[src/rtl/pipe_pkg.sv]
// Shared definitions for the pipeline stage registers and perf counters.
// Pure types and constants, no logic.
package pipe_pkg;

  typedef enum logic [1:0] {
    ST_EMPTY = 2'd0,
    ST_ONE   = 2'd1,
    ST_TWO   = 2'd2
  } stage_state_t;

  // addi x0,x0,0: bubble encoding for instruction-carrying stages
  localparam logic [31:0] NOP_INSN = 32'h0000_0013;

endpackage

[src/rtl/sat_counter.sv]
// Saturating event counter; counts cycles with inc high and sticks at all-ones.
// Latency: count reflects inc one cycle later. No backpressure.
module sat_counter #(
  parameter int CNT_W = 16
) (
  input  logic             clk,
  input  logic             reset,
  input  logic             inc,
  output logic [CNT_W-1:0] count
);

  always_ff @(posedge clk or posedge reset) begin
    if (reset) begin
      count <= '0;
    end else if (inc && (count != {CNT_W{1'b1}})) begin
      count <= count + CNT_W'(1);
    end
  end

endmodule

[src/rtl/pipe_stage_skid.sv]
// Pipeline stage register with valid/ready, flush, bubble output and optional 2-entry skid.
// Latency 1 cycle; SKID=1 registers in_ready, SKID=0 derives it combinationally from out_ready.
module pipe_stage_skid
  import pipe_pkg::*;
#(
  parameter int               WIDTH     = 32,
  parameter int               SKID      = 1,
  parameter logic [WIDTH-1:0] NOP_VALUE = '0,
  parameter int               CNT_W     = 16
) (
  input  logic             clk,
  input  logic             reset,
  input  logic             flush,
  input  logic             in_valid,
  output logic             in_ready,
  input  logic [WIDTH-1:0] in_data,
  output logic             out_valid,
  input  logic             out_ready,
  output logic [WIDTH-1:0] out_data,
  output logic [1:0]       occupancy,
  output logic [CNT_W-1:0] stall_cnt
);

  logic [WIDTH-1:0] main_q;
  logic             in_xfer;
  logic             out_xfer;
  logic             stall_inc;

  assign in_xfer   = in_valid & in_ready;
  assign out_xfer  = out_valid & out_ready;
  assign stall_inc = out_valid & ~out_ready;
  assign out_data  = out_valid ? main_q : NOP_VALUE;

  generate
    if (SKID != 0) begin : g_skid
      stage_state_t     state_q;
      stage_state_t     state_d;
      logic [WIDTH-1:0] skid_q;
      logic             ready_q;

      always_comb begin
        state_d = state_q;
        case (state_q)
          ST_EMPTY: if (in_xfer) state_d = ST_ONE;
          ST_ONE: begin
            if (in_xfer && !out_xfer)      state_d = ST_TWO;
            else if (!in_xfer && out_xfer) state_d = ST_EMPTY;
          end
          ST_TWO:   if (out_xfer) state_d = ST_ONE;
          default:  state_d = ST_EMPTY;
        endcase
        if (flush) state_d = ST_EMPTY;
      end

      // in_ready is precomputed from the next state so no stall path crosses the stage
      always_ff @(posedge clk or posedge reset) begin
        if (reset) begin
          state_q <= ST_EMPTY;
          ready_q <= 1'b1;
        end else begin
          state_q <= state_d;
          ready_q <= (state_d != ST_TWO);
        end
      end

      always_ff @(posedge clk or posedge reset) begin
        if (reset) begin
          main_q <= '0;
          skid_q <= '0;
        end else begin
          if ((state_q == ST_EMPTY && in_xfer) ||
              (state_q == ST_ONE && in_xfer && out_xfer)) begin
            main_q <= in_data;
          end else if (state_q == ST_TWO && out_xfer) begin
            main_q <= skid_q;
          end
          if (state_q == ST_ONE && in_xfer && !out_xfer) begin
            skid_q <= in_data;
          end
        end
      end

      assign in_ready  = ready_q;
      assign out_valid = (state_q != ST_EMPTY);
      assign occupancy = state_q;
    end else begin : g_pass
      logic valid_q;

      always_ff @(posedge clk or posedge reset) begin
        if (reset) begin
          valid_q <= 1'b0;
          main_q  <= '0;
        end else if (flush) begin
          valid_q <= 1'b0;
        end else if (in_xfer) begin
          valid_q <= 1'b1;
          main_q  <= in_data;
        end else if (out_xfer) begin
          valid_q <= 1'b0;
        end
      end

      assign in_ready  = ~valid_q | out_ready;
      assign out_valid = valid_q;
      assign occupancy = {1'b0, valid_q};
    end
  endgenerate

  sat_counter #(
    .CNT_W(CNT_W)
  ) u_stall_cnt (
    .clk  (clk),
    .reset(reset),
    .inc  (stall_inc),
    .count(stall_cnt)
  );

endmodule

[config.mk]
export PLATFORM = sky130hd
export DESIGN_NAME = pipe_stage_skid
export DESIGN_NICKNAME = d
export VERILOG_FILES = /design/src/rtl/pipe_pkg.sv /design/src/rtl/sat_counter.sv /design/src/rtl/pipe_stage_skid.sv
export SDC_FILE = /design/constraint.sdc
export NUM_CORES = 1
export LEC_CHECK = 0
export ABC_AREA = 0
export CAP_MARGIN = 20
export CORE_ASPECT_RATIO = 0.6
export CORE_MARGIN = 5
export CORE_UTILIZATION = 54
export DETAILED_ROUTE_END_ITERATION = 8
export PLACE_DENSITY = 0.94
export REMOVE_ABC_BUFFERS = 1
export SLEW_MARGIN = 30
export SYNTH_ARGS = -nofsm -noshare
export SYNTH_HDL_FRONTEND = slang
export SYNTH_SLANG_ARGS = --single-unit
export TNS_END_PERCENT = 100
[constraint.sdc]
create_clock -name clk -period 5.05 [get_ports clk]
set_clock_uncertainty 0.05 [all_clocks]
set_input_delay 0.7575 -clock clk [delete_from_list [all_inputs] [get_ports clk]]
set_output_delay 0.7575 -clock clk [all_outputs]
set_load 0.01 [all_outputs]
# Word-level counts from Yosys, hierarchy flattened
# Cells that the tools add are included.
# classes
n_mux	9
bitwise_logic	4
reduce_logical	14
add_sub_neg	1
eq_ne	4
# op_table
operator	n
$mux 32	3
$add 16x1->16 const B	1
$ne 16x16->1 const B	1
$mux 2	5
$logic_and 1x1->1	8
$pmux 2 s3	1
$reduce_bool 2->1	2
$and 1x1->1	3
$eq 2x1->1 const B	1
$eq 2x2->1 const B	1
$logic_not 1->1	2
$logic_not 2->1	1
$ne 2x2->1 const B	1
$logic_or 1x1->1	1
$not 1->1	1
# word_totals
word_cells	37
in_bits	37
regBits	83
output_inout_bits	52

# Logic depth before layout (Yosys ltp)
# Gate-level depths: netlist (run 1).
# logic_depth
ltp_word	8
depth_mapped	5

# Hierarchy
# From an unflattened synthesis (run 1), not the netlist that was laid out.
# unflattened
hier_cells	299
hier_area_um2	3826.2
# modules_own_cells
module	n_inst	cells_per_inst	area_each_um2
pipe_stage_skid	1	228	3020.4
sat_counter	1	71	805.8

# Worst setup path after synthesis (run 1)
# OpenSTA, ideal clock, no wires.
# synth_path
path_type	in2reg
start	in out_ready
end	reg u_stall_cnt.count[15]
t_required_ps	4872
setup_ps	128
n_path_buf	1
cell_stages	5
arrival_ps	1975
slack_ps	2897
path_cell_list	o21bai_4 -> or3_1 -> buf_6 -> nor4_4 -> mux2_1
# synth_between
elab_chain_len	3
# synth_lines
element	line_no	source
start, declared	pipe_stage_skid.sv:18	input logic out_ready,
$not 1->1	pipe_stage_skid.sv:31	assign stall_inc = out_valid & ~out_ready;
$and 1x1->1	pipe_stage_skid.sv:31	
$logic_and 1x1->1	sat_counter.sv:15	end else if (inc && (count != {CNT_W{1'b1}})) begin
end signal, assigned	sat_counter.sv:16	count <= count + CNT_W'(1);
end, declared	sat_counter.sv:9	output logic [CNT_W-1:0] count
# No other way between the ends.
# A chain may end at the register's enable or synchronous reset.

# Worst setup path after layout (run 1)
# layout_path
start	reg g_skid.state_q[1] (netlist: occupancy[1])
end	out out_data[22]
# layout_between
elab_chain_len	2
# layout_lines
element	line_no	source
start, declared	pipe_stage_skid.sv:36	stage_state_t state_q;
start signal, assigned	pipe_stage_skid.sv:61	state_q <= state_d;
$reduce_bool 2->1	pipe_stage_skid.sv:84	assign out_valid = (state_q != ST_EMPTY);
$mux 32	pipe_stage_skid.sv:32	assign out_data = out_valid ? main_q : NOP_VALUE;
end, declared	pipe_stage_skid.sv:19	output logic [WIDTH-1:0] out_data,
# No other way between the ends.

==> summary.txt, run 1 <==
Worst hold path
  – Hold Crit Class: flop to flop

Clocking
  – CTS H-tree depth: 3
  – # Post-CTS Setup Buffers: 0
  – CTS Buf Count: 9
  – CTS sink count: 83
  – Clk root buf: clkbuf_16
  – Clock transition at path regs: 0.06 ns
  – Post-cts repair resize count: 0
  – CTS max path bufs: 2
  – CTS tree: yes
  – Hold_buf cts: 0
  – Worst-skew pair later-pin latency: 0.33 ns

Logic synthesis
  – Synth top area share: about 54%
  – Ranking of synthesized cells by area: dfrtp_1 (54%), mux2_2 (10%), a22o_1 (7.4%)
  – Synth Area in Compound Gates: 15.1%
  – Netlist Area Pre-Place: 3770 um2
  – Yosys warnings: 0
  – Synth cell types: 39
  – Synth Instances: 303
  – Main combinational cell family by area after synthesis: compound AO/OA/AOI/OAI gates
  – Seq/Total Area, Yosys: 55.1%
  – Mux contribution to synthesized area: a little over a tenth
  – Simple-Gate Fraction of Synth Area: 13.6%
  – Adder-cell share of the synthesized area: 0.332%
  – Synthesized flop and latch total: just over 80
  – Largest area contributor in the netlist: dfrtp_1
  – Synth Area in XOR/XNOR: 2.55%
  – Syn Area/Cell: ~12 um2

Floorplanning
  – Die H: 74.8 um
  – Std cell rows: 23
  – Die X: 118 um
  – Die area: 8820 um2
  – Core Box Area: approximately 6700 um2
  – Io pins: 89
  – Initial cell density of the core: 56.0%

Critical path
  – Critical path type: flop to output pin
  – R2R Setup Slk: 2.95 ns
  – Startpoint types: flop
  – Worst endpoint required time: 4.24 ns
  – CP endpoint: out_data[22]
  – Depth of the worst register-to-register path: 5
  – R2r endpoint: u_stall_cnt.count[6]
  – WP data arrival: 1.98 ns
  – CP max FO: 33
  – Crit path from: occupancy[1]
  – Worst r2r src: u_stall_cnt.count[0]
  – Worst Setup End Kind: output pin

Power and ir drop
  – Sequential Power Share: about 47%
  – Pwr dens: 381 nW/um2
  – Int Power: 1.43 mW
  – Tot Pwr: 1.92 mW
  – Clock Power Share: 32.8%
  – Pleak: roughly 2.3 nW
  – NetSw: 0.492 mW
  – Sw frac: 25.7%
  – VDD IR max: 0.249 mV
  – Comb pwr share: approximately 21%

STA
  – F_max: 0.358 GHz
  – Worst-margin pin slew: 0.709 ns
  – Final slew viol count: 0
  – RSZ-0062 raised after global routing: no
  – Final setup TNS: 0 ns
  – Final setup violation count: 0
  – Fin crit share: 55.3%
  – Final min period: 2.79 ns
  – Hold Vio Cnt, Final: 0
  – Slew margin rel.: 52.6%
  – Final Worst Setup Slack: 2.26 ns

Routing
  – Antenna Violating Nets Remaining: 0
  – DRT iter0 DRCs: 81
  – Avg WL per Cell: approximately 18 um
  – Via density: roughly 5.6
  – Routed WL: approximately 8.7 mm
  – Drt pass-1 iters: 4
  – DR vias: 2687
  – DR DRC count: 0

Cells and area
  – Fin nets: 428
  – Cell area after layout: 5030 um2
  – Layout cells sized above 1: between 10% and 20%
  – Fillers: 463
  – Final core utilization: around 75%
  – Area delta synth->final: 33.4%
  – # diodes: 0

Place
  – Port Buf Inserts: 88
  – Place WS: 2.13 ns
  – DP Wirelength: 6.05 mm
  – Gpl congestion: 0.745
  – Cell Area, Placed: between 4000 and 5000 um2

Global route
  – First-pass GRT wire length: 14.3 mm
  – Initial antenna violation count: 0
  – Vias in the first global route: ~2800
  – GR Util All Layers: around 21%
  – Largest net degree at the start of global routing: 46
  – GRT overflow: 0

Job
  – Max_cap viols: 0

Outcome
  – Run status: completed
[per-stage QoR]
step | cells | hold WS, ns
finish | 482 | 0.418
global route | 482 | 0.439
CTS | 482 | 0.420
detailed placement | 466 | 0.407
global placement | 466 | 0.401
floorplan | 286 | 0.391
[Yosys cell counts]
cell type and instances:
nand2_1 6, or3_1 1, nand3_1 5, nand3b_1 1
xnor2_1 1, dfrtp_1 82, nand4_2 1, nor4_1 3
mux2_1 1, nor2b_1 35, a22o_1 32, or4b_2 1
buf_6 1, nor4_4 2, a21boi_0 1, ha_1 1
a21oi_1 1, and3b_1 1, nor3_1 7, clkbuf_1 13
nor2_1 8, buf_2 3, nor3b_2 1, or2_2 1
nor4b_2 1, o21ai_0 1, or2_1 1, xor2_1 10
a21o_1 32, mux2i_1 2, nand4_1 2, nor2_2 1
inv_1 4, mux2_2 34, o22ai_1 1, o21bai_4 1
o21bai_1 1, nor3b_1 2, dfstp_2 1
[layout by cell type (no fill, tap or decap), types with 3 or more instances in the layout]
cell             count
nor2_2               3
nand3_1              5
a21o_1              32
clkdlybuf4s50_1     88
buf_4                5
nor3_1               7
inv_1                3
clkbuf_1             3
clkbuf_16            9
xor2_1              10
nor2_1               5
dfrtp_1             82
nor2b_1             35
nand2_1              6
mux2_2              34
a22o_1              32
nor4_1               3
[cell type report]
cell class	instances	area (um2)	area share (%)
Sequential cell	83	2080	41.3
Multi-Input combinational cell	199	1620	32.3
Timing Repair Buffer	93	918	18.2
Clock buffer	12	236	4.70
Tap cell	87	109	2.16
Clock inverter	4	51.3	1.02
Inverter	4	16.3	0.323
[critical path: stages, from the launching register on]
cell	delay (ns)
dfrtp_1	0.52
nor2_2	0.08
buf_4	0.24
nor2b_1	0.23
clkdlybuf4s50_1	0.58
[cells by family after synthesis]
| family | after synthesis |
|---|---|
| adder cells (fa/ha/maj) | 1 |
| flip-flops | 83 |
| AO/OA/AOI/OAI | 70 |
| AND/OR/NAND/NOR | 80 |
| buffers and inverters | 21 |
| multiplexers | 37 |
| XOR/XNOR | 11 |
[sequential cells by signal, indices dropped and copies added (netlist names)]
register,cells
main_q,32
g_skid.skid_q,32
occupancy,2
u_stall_cnt.count,16
in_ready,1
[power groups by stage]
stage	registers, mW	logic, mW	clock network [mW]
after CTS	0.893	0.401	0.640
after global routing	0.910	0.428	0.673
final	0.894	0.394	0.629
after floorplan	0.889	0.218	0
after global placement	0.893	0.378	0
after detailed placement	0.904	0.397	0
[worst min path at each step]
stage                from         end  slack, ns  depth (start not counted)
2_1_floorplan   main_q[0]   main_q[0]       0.39                          1
5_1_grt        main_q[20]  main_q[20]       0.44                          1
4_1_cts        main_q[31]  main_q[31]       0.42                          1
3_3_place_gp   main_q[10]  main_q[10]       0.40                          1
3_5_place_dp   main_q[31]  main_q[31]       0.41                          1
6_report       main_q[31]  main_q[31]       0.42                          1
[metal layers]
metal	part of all wire [%]	up-vias	global-route usage [%]
met1	47	1321	28.2
met5	0	-	0
met3	6.7	7	7.51
li1	-	1268	-
met2	46	91	33.0
met4	0.49	0	4.33
(Power assumes the default switching activity.)
==> run 2, diff against run 1 <==
--- a/config.mk
+++ b/config.mk
@@ -9,9 +9,9 @@
 export CAP_MARGIN = 20
 export CORE_ASPECT_RATIO = 0.6
 export CORE_MARGIN = 5
-export CORE_UTILIZATION = 54
+export CORE_UTILIZATION = 50
 export DETAILED_ROUTE_END_ITERATION = 8
-export PLACE_DENSITY = 0.94
+export PLACE_DENSITY = 0.88
 export REMOVE_ABC_BUFFERS = 1
 export SLEW_MARGIN = 30
 export SYNTH_ARGS = -nofsm -noshare
==> constraint.sdc (replaced) <==
create_clock -name clk -period 2.9 [get_ports clk]
set_clock_uncertainty 0.05 [all_clocks]
set_input_delay 0.435 -clock clk [delete_from_list [all_inputs] [get_ports clk]]
set_output_delay 0.435 -clock clk [all_outputs]
set_load 0.01 [all_outputs]
==> summary.txt, run 2 (synthesis results as in run 1) <==
Critical path
  – CP max FO: 30
  – Worst endpoint required time: around 2.4 ns
  – Critical path type: flop to output pin
  – WP data arrival: 2.08 ns
  – Startpoint types: flop
  – Worst Setup End Kind: output pin

STA
  – Fin crit share: about nine tenths
  – Final slew viol count: 0
  – Final min period: 2.56 ns
  – RSZ-0062 raised after global routing: no
  – Worst-margin pin slew: 0.675 ns
  – Hold Vio Cnt, Final: 0
  – Final setup violation count: 0
  – Slew margin rel.: 55.0%
  – Final setup TNS: 0 ns
  – Hold slack final: about 0.42 ns
  – F_max: a little under 0.4 GHz

Clocking
  – CTS H-tree depth: 3
  – Post-cts repair resize count: 0
  – CTS tree: yes
  – Clock transition at path regs: 0.06 ns
  – Hold_buf cts: 0
  – Worst-skew pair later-pin latency: between 0.3 and 0.4 ns
  – CTS sink count: 83
  – CTS Buf Count: 9
  – # Post-CTS Setup Buffers: 0
  – Clk root buf: clkbuf_16
  – CTS max path bufs: 2

Floorplanning
  – Die X: 122 um
  – Die H: 77.3 um
  – Std cell rows: 24
  – Die area: 9440 um2
  – Io pins: slightly below 90
  – Core Box Area: about 7300 um2
  – Initial cell density of the core: 51.7%

Global route
  – Largest net degree at the start of global routing: 47
  – First-pass GRT wire length: 14.2 mm
  – Vias in the first global route: 2904
  – Initial antenna violation count: 0
  – GR Util All Layers: a little under a fifth
  – GRT overflow: 0

Place
  – Cell Area, Placed: 4780 um2
  – DP Wirelength: 5.78 mm
  – Gpl congestion: 0.822
  – Port Buf Inserts: 88

Cells and area
  – Most frequent cells in the layout: clkdlybuf4s50_1 (88), dfrtp_1 (82), nor2b_1 (35)
  – Layout cells sized above 1: about 17%
  – Top flop regs: g_skid.skid_q: 32 flops, main_q: 32 flops, u_stall_cnt.count: 16 flops
  – Cell area after layout: roughly 5100 um2
  – Area delta synth->final: 35.4%
  – Fillers: 554
  – Sequential standard cell area: 2080 um2
  – Most common cell after layout, fill and taps aside: clkdlybuf4s50_1
  – Fin nets: 429
  – # diodes: 0
  – Area occupied by multi-input gates: roughly 1600 um2

Routing
  – Via density: 5.31
  – DR DRC count: 0
  – Antenna Violating Nets Remaining: 0
  – Routed WL: 8.36 mm
  – DRT iter0 DRCs: 130
  – Avg WL per Cell: between 15 and 20 um
  – DR vias: 2655
  – Drt pass-1 iters: 4

Worst hold path
  – Hold Crit Class: flop to flop

Outcome
  – Run status: completed

Job
  – Max_cap viols: 0

Power and ir drop
  – Pleak: 2.31 nW
  – Pwr dens: approximately 680 nW/um2
  – VDD IR max: roughly 0.36 mV
run 2: cell count changes in the layout (fill, tap and decap cells not counted):
cell / before / now
nor2_4: 1 / 0
clkbuf_1: 3 / 1
bufinv_16: 1 / 2
inv_6: 0 / 1
clkbuf_8: 0 / 1
buf_12: 0 / 1
nor2_2: 3 / 4
clkinv_2: 2 / 1
run 2: layout make-up:
| type | count | share of cell area, % |
|---|---|---|
| clock buffer | 11 | 4.75 |
| clock inverter | 5 | 1.67 |
| inverter | 4 | 0.318 |
| multi-input combinational | 199 | 31.7 |
| sequential | 83 | 40.7 |
| tap | 104 | 2.55 |
| timing repair buffer | 94 | 18.4 |
run 2: path summary, 6_finish.rpt:
kind                                       from                    to  slack (ns)  depth (start not counted)
max reg2reg                u_stall_cnt.count[0]  u_stall_cnt.count[6]        0.83                          5
max                                occupancy[1]           out_data[1]        0.34                          4
min in group asynchronous                 reset     g_skid.skid_q[13]        0.46                          2
min                                  main_q[13]            main_q[13]        0.42                          1
min reg2reg                          main_q[13]            main_q[13]        0.42                          1
max in group asynchronous                 reset            main_q[30]        1.67                          3
run 2: per-layer routing:
layer / part of all wire, % / GRT usage, % / up-vias
li1: - / - / 1260
met1: 47 / 25.6 / 1323
met2: 47 / 30.0 / 70
met3: 5.8 / 5.59 / 2
met4: 0.32 / 4.36 / 0
met5: 0 / 0 / -
run 2: worst max-delay path: stages (launching register included):
cell	delay (ns)
dfrtp_1	0.48
nor2_2	0.25
buf_4	0.36
nor2b_1	0.14
clkdlybuf4s50_1	0.50
run 2: metrics by stage:
step / std cells / setup WS, ns / util (%) / power (mW)
6_report: 500 / 0.339 / 70.0 / 3.46
5_1_grt: 500 / 0.216 / 70.0 / 3.63
4_1_cts: 500 / 0.339 / 70.0 / 3.50
3_5_place_dp: 484 / 0.316 / 65.5 / 2.26
3_3_place_gp: 484 / 0.392 / 65.5 / 2.22
2_1_floorplan: 286 / -0.0466 / - / 1.93
run 2: where the power goes:
group | internal, mW | switching (mW) | total (mW)
Clock | 0.782 | 0.448 | 1.23
Sequential | 1.40 | 0.146 | 1.55
Combinational | 0.415 | 0.268 | 0.682
Total | 2.60 | 0.862 | 3.46
==> run 3, diff against run 2 <==
--- a/config.mk
+++ b/config.mk
@@ -7,12 +7,11 @@
 export LEC_CHECK = 0
 export ABC_AREA = 0
 export CAP_MARGIN = 20
-export CORE_ASPECT_RATIO = 0.6
+export CORE_ASPECT_RATIO = 0.75
 export CORE_MARGIN = 5
-export CORE_UTILIZATION = 50
+export CORE_UTILIZATION = 54
 export DETAILED_ROUTE_END_ITERATION = 8
-export PLACE_DENSITY = 0.88
-export REMOVE_ABC_BUFFERS = 1
+export PLACE_DENSITY = 0.94
 export SLEW_MARGIN = 30
 export SYNTH_ARGS = -nofsm -noshare
 export SYNTH_HDL_FRONTEND = slang
==> constraint.sdc (replaced) <==
create_clock -name clk -period 3.1 [get_ports clk]
set_clock_uncertainty 0.05 [all_clocks]
set_input_delay 0.465 -clock clk [delete_from_list [all_inputs] [get_ports clk]]
set_output_delay 0.465 -clock clk [all_outputs]
set_load 0.01 [all_outputs]
==> summary.txt, run 3 (synthesis results as in run 1) <==
Outcome
  – Run status: completed

Clocking
  – CTS Buf Count: 9
  – # Post-CTS Setup Buffers: 0
  – CTS tree: yes
  – Hold_buf cts: 0
  – CTS max path bufs: 2
  – CTS sink count: 83
  – Post-cts repair resize count: 0
  – CTS H-tree depth: 3
  – Clock transition at path regs: 0.08 ns
  – Worst-skew pair later-pin latency: 0.34 ns
  – Clk root buf: clkbuf_8

Global route
  – Gr busiest metal: met2
  – GRT overflow: 0
  – M1 GR Usage: 25.2%
  – GR Util met2: a little over a third
  – Initial antenna violation count: 0
  – Met3 usage: 4.66%
  – Vias in the first global route: 2836
  – Largest net degree at the start of global routing: 46
  – GR Util All Layers: between 20% and 30%
  – First-pass GRT wire length: 13.9 mm

STA
  – Final setup violation count: 0
  – Final Worst Setup Slack: 0.406 ns
  – Final setup TNS: 0 ns
  – Fin crit share: 86.9%
  – Worst-margin pin slew: 0.707 ns
  – Hold Vio Cnt, Final: 0
  – F_max: roughly 0.37 GHz
  – Final slew viol count: 0
  – RSZ-0062 raised after global routing: no
  – Final min period: 2.69 ns
  – Slew margin rel.: 52.8%

Power and ir drop
  – Sequential Power Share: 52.6%
  – Comb pwr share: between 20% and 30%
  – Tot Pwr: 2.76 mW
  – Sw frac: 27.5%
  – Int Power: 2.00 mW
  – Pleak: 2.25 nW
  – Clock Power Share: 24.2%
  – VDD IR max: about 0.48 mV
  – Pwr dens: between 500 and 600 nW/um2
  – NetSw: 0.759 mW

Routing
  – DR DRC count: 0
  – Drt pass-1 iters: 4
  – DRT iter0 DRCs: between 100 and 150
  – Via density: 5.56
  – Avg WL per Cell: 17.2 um
  – Routed WL: 8.26 mm
  – DR vias: 2669
  – Antenna Violating Nets Remaining: 0

Place
  – Place WS: 0.507 ns
  – DP Wirelength: 5.92 mm
  – Gpl congestion: 0.780
  – Port Buf Inserts: ~90
  – Placed cell count: 465

Floorplanning
  – Die area: 8780 um2
  – Core Box Area: 6800 um2
  – Die H: 82.4 um
  – Io pins: a little under 90
  – Std cell rows: 26
  – Initial cell density of the core: 55.5%
  – Die X: 107 um

Cells and area
  – # diodes: 0
  – Final core utilization: 72.5%
  – Most common cell after layout, fill and taps aside: clkdlybuf4s50_1
  – Most frequent cells in the layout: clkdlybuf4s50_1 (88), dfrtp_1 (82), nor2b_1 (35)
  – Non-filler cells, final: 480
  – Fin nets: 430
  – Layout cells sized above 1: 17.7%
  – Area delta synth->final: 30.7%
  – Top flop regs: g_skid.skid_q: 32 flops, main_q: 32 flops, u_stall_cnt.count: 16 flops
  – Fillers: 472

Worst hold path
  – Hold Crit Class: flop to flop
  – Worst hold endpoint: main_q[16]
  – Hold Path Origin: main_q[16]
  – Hold Path Cell Cnt: 1

Job
  – Max_cap viols: 0

Critical path
  – Worst Setup End Kind: output pin
  – Startpoint types: flop
  – Critical path type: flop to output pin
  – Depth of the worst register-to-register path: 5
  – R2R Setup Slk: 0.99 ns
  – WP data arrival: ~2.2 ns
  – Worst r2r src: u_stall_cnt.count[0]
  – Worst endpoint required time: 2.58 ns
  – CP max FO: 14
  – R2r endpoint: u_stall_cnt.count[1]

Logic synthesis
  – Syn Nets: 341
-- run 3: cell types whose count changed in the layout (fill, tap and decap cells not counted), sizes merged --
cell,delta
buf,+1
inv,-1
clkinv,+2
clkbuf,-1
clkinvlp,+1
bufinv,-2
-- run 3: worst max path at each step --
stage / depth (start not counted) / endpoint / slack [ns] / from
2_1_floorplan: 1 / g_skid.skid_q[0] / 0.45 / reset
3_3_place_gp: 5 / u_stall_cnt.count[15] / 0.59 / out_ready
3_5_place_dp: 5 / u_stall_cnt.count[15] / 0.51 / out_ready
4_1_cts: 4 / out_data[0] / 0.37 / occupancy[1]
5_1_grt: 4 / out_data[4] / 0.29 / occupancy[1]
6_report: 4 / out_data[0] / 0.41 / occupancy[1]
-- run 3: critical path, cell delays in order, from the launching register on --
cell and delay [ns]:
dfrtp_1 0.49, nor2_2 0.51, buf_4 0.29, nor2b_1 0.07, clkdlybuf4s50_1 0.48
-- run 3: final cells by class --
| class | count | area [um2] | area share, % |
|---|---|---|---|
| clock buffers | 10 | 138 | 2.79 |
| clock inverters | 5 | 30.0 | 0.609 |
| inverters | 4 | 16.3 | 0.330 |
| multi-input cells | 199 | 1620 | 32.8 |
| flip-flops and latches | 83 | 2080 | 42.1 |
| well taps | 84 | 105 | 2.13 |
| repair buffers | 95 | 946 | 19.2 |
-- run 3: metal layers --
layer | up-vias | share of wire, %
li1 | 1260 | -
met1 | 1306 | 43
met2 | 82 | 50
met3 | 21 | 4.3
met4 | 0 | 2.5
met5 | - | 0
-- run 3: power by group through the flow --
| stage | registers (mW) | logic (mW) | clock network (mW) |
|---|---|---|---|
| floorplan | 1.45 | 0.361 | 0 |
| global placement | 1.45 | 0.621 | 0 |
| detailed placement | 1.47 | 0.647 | 0 |
| CTS | 1.45 | 0.650 | 0.690 |
| global route | 1.48 | 0.699 | 0.738 |
| finish | 1.45 | 0.640 | 0.668 |
-- run 3: per-stage QoR --
stage	area [um2]	hold WS [ns]
2_1_floorplan	3770	0.391
3_3_place_gp	4760	0.400
3_5_place_dp	4760	0.407
4_1_cts	4930	0.424
5_1_grt	4930	0.440
6_report	4930	0.418
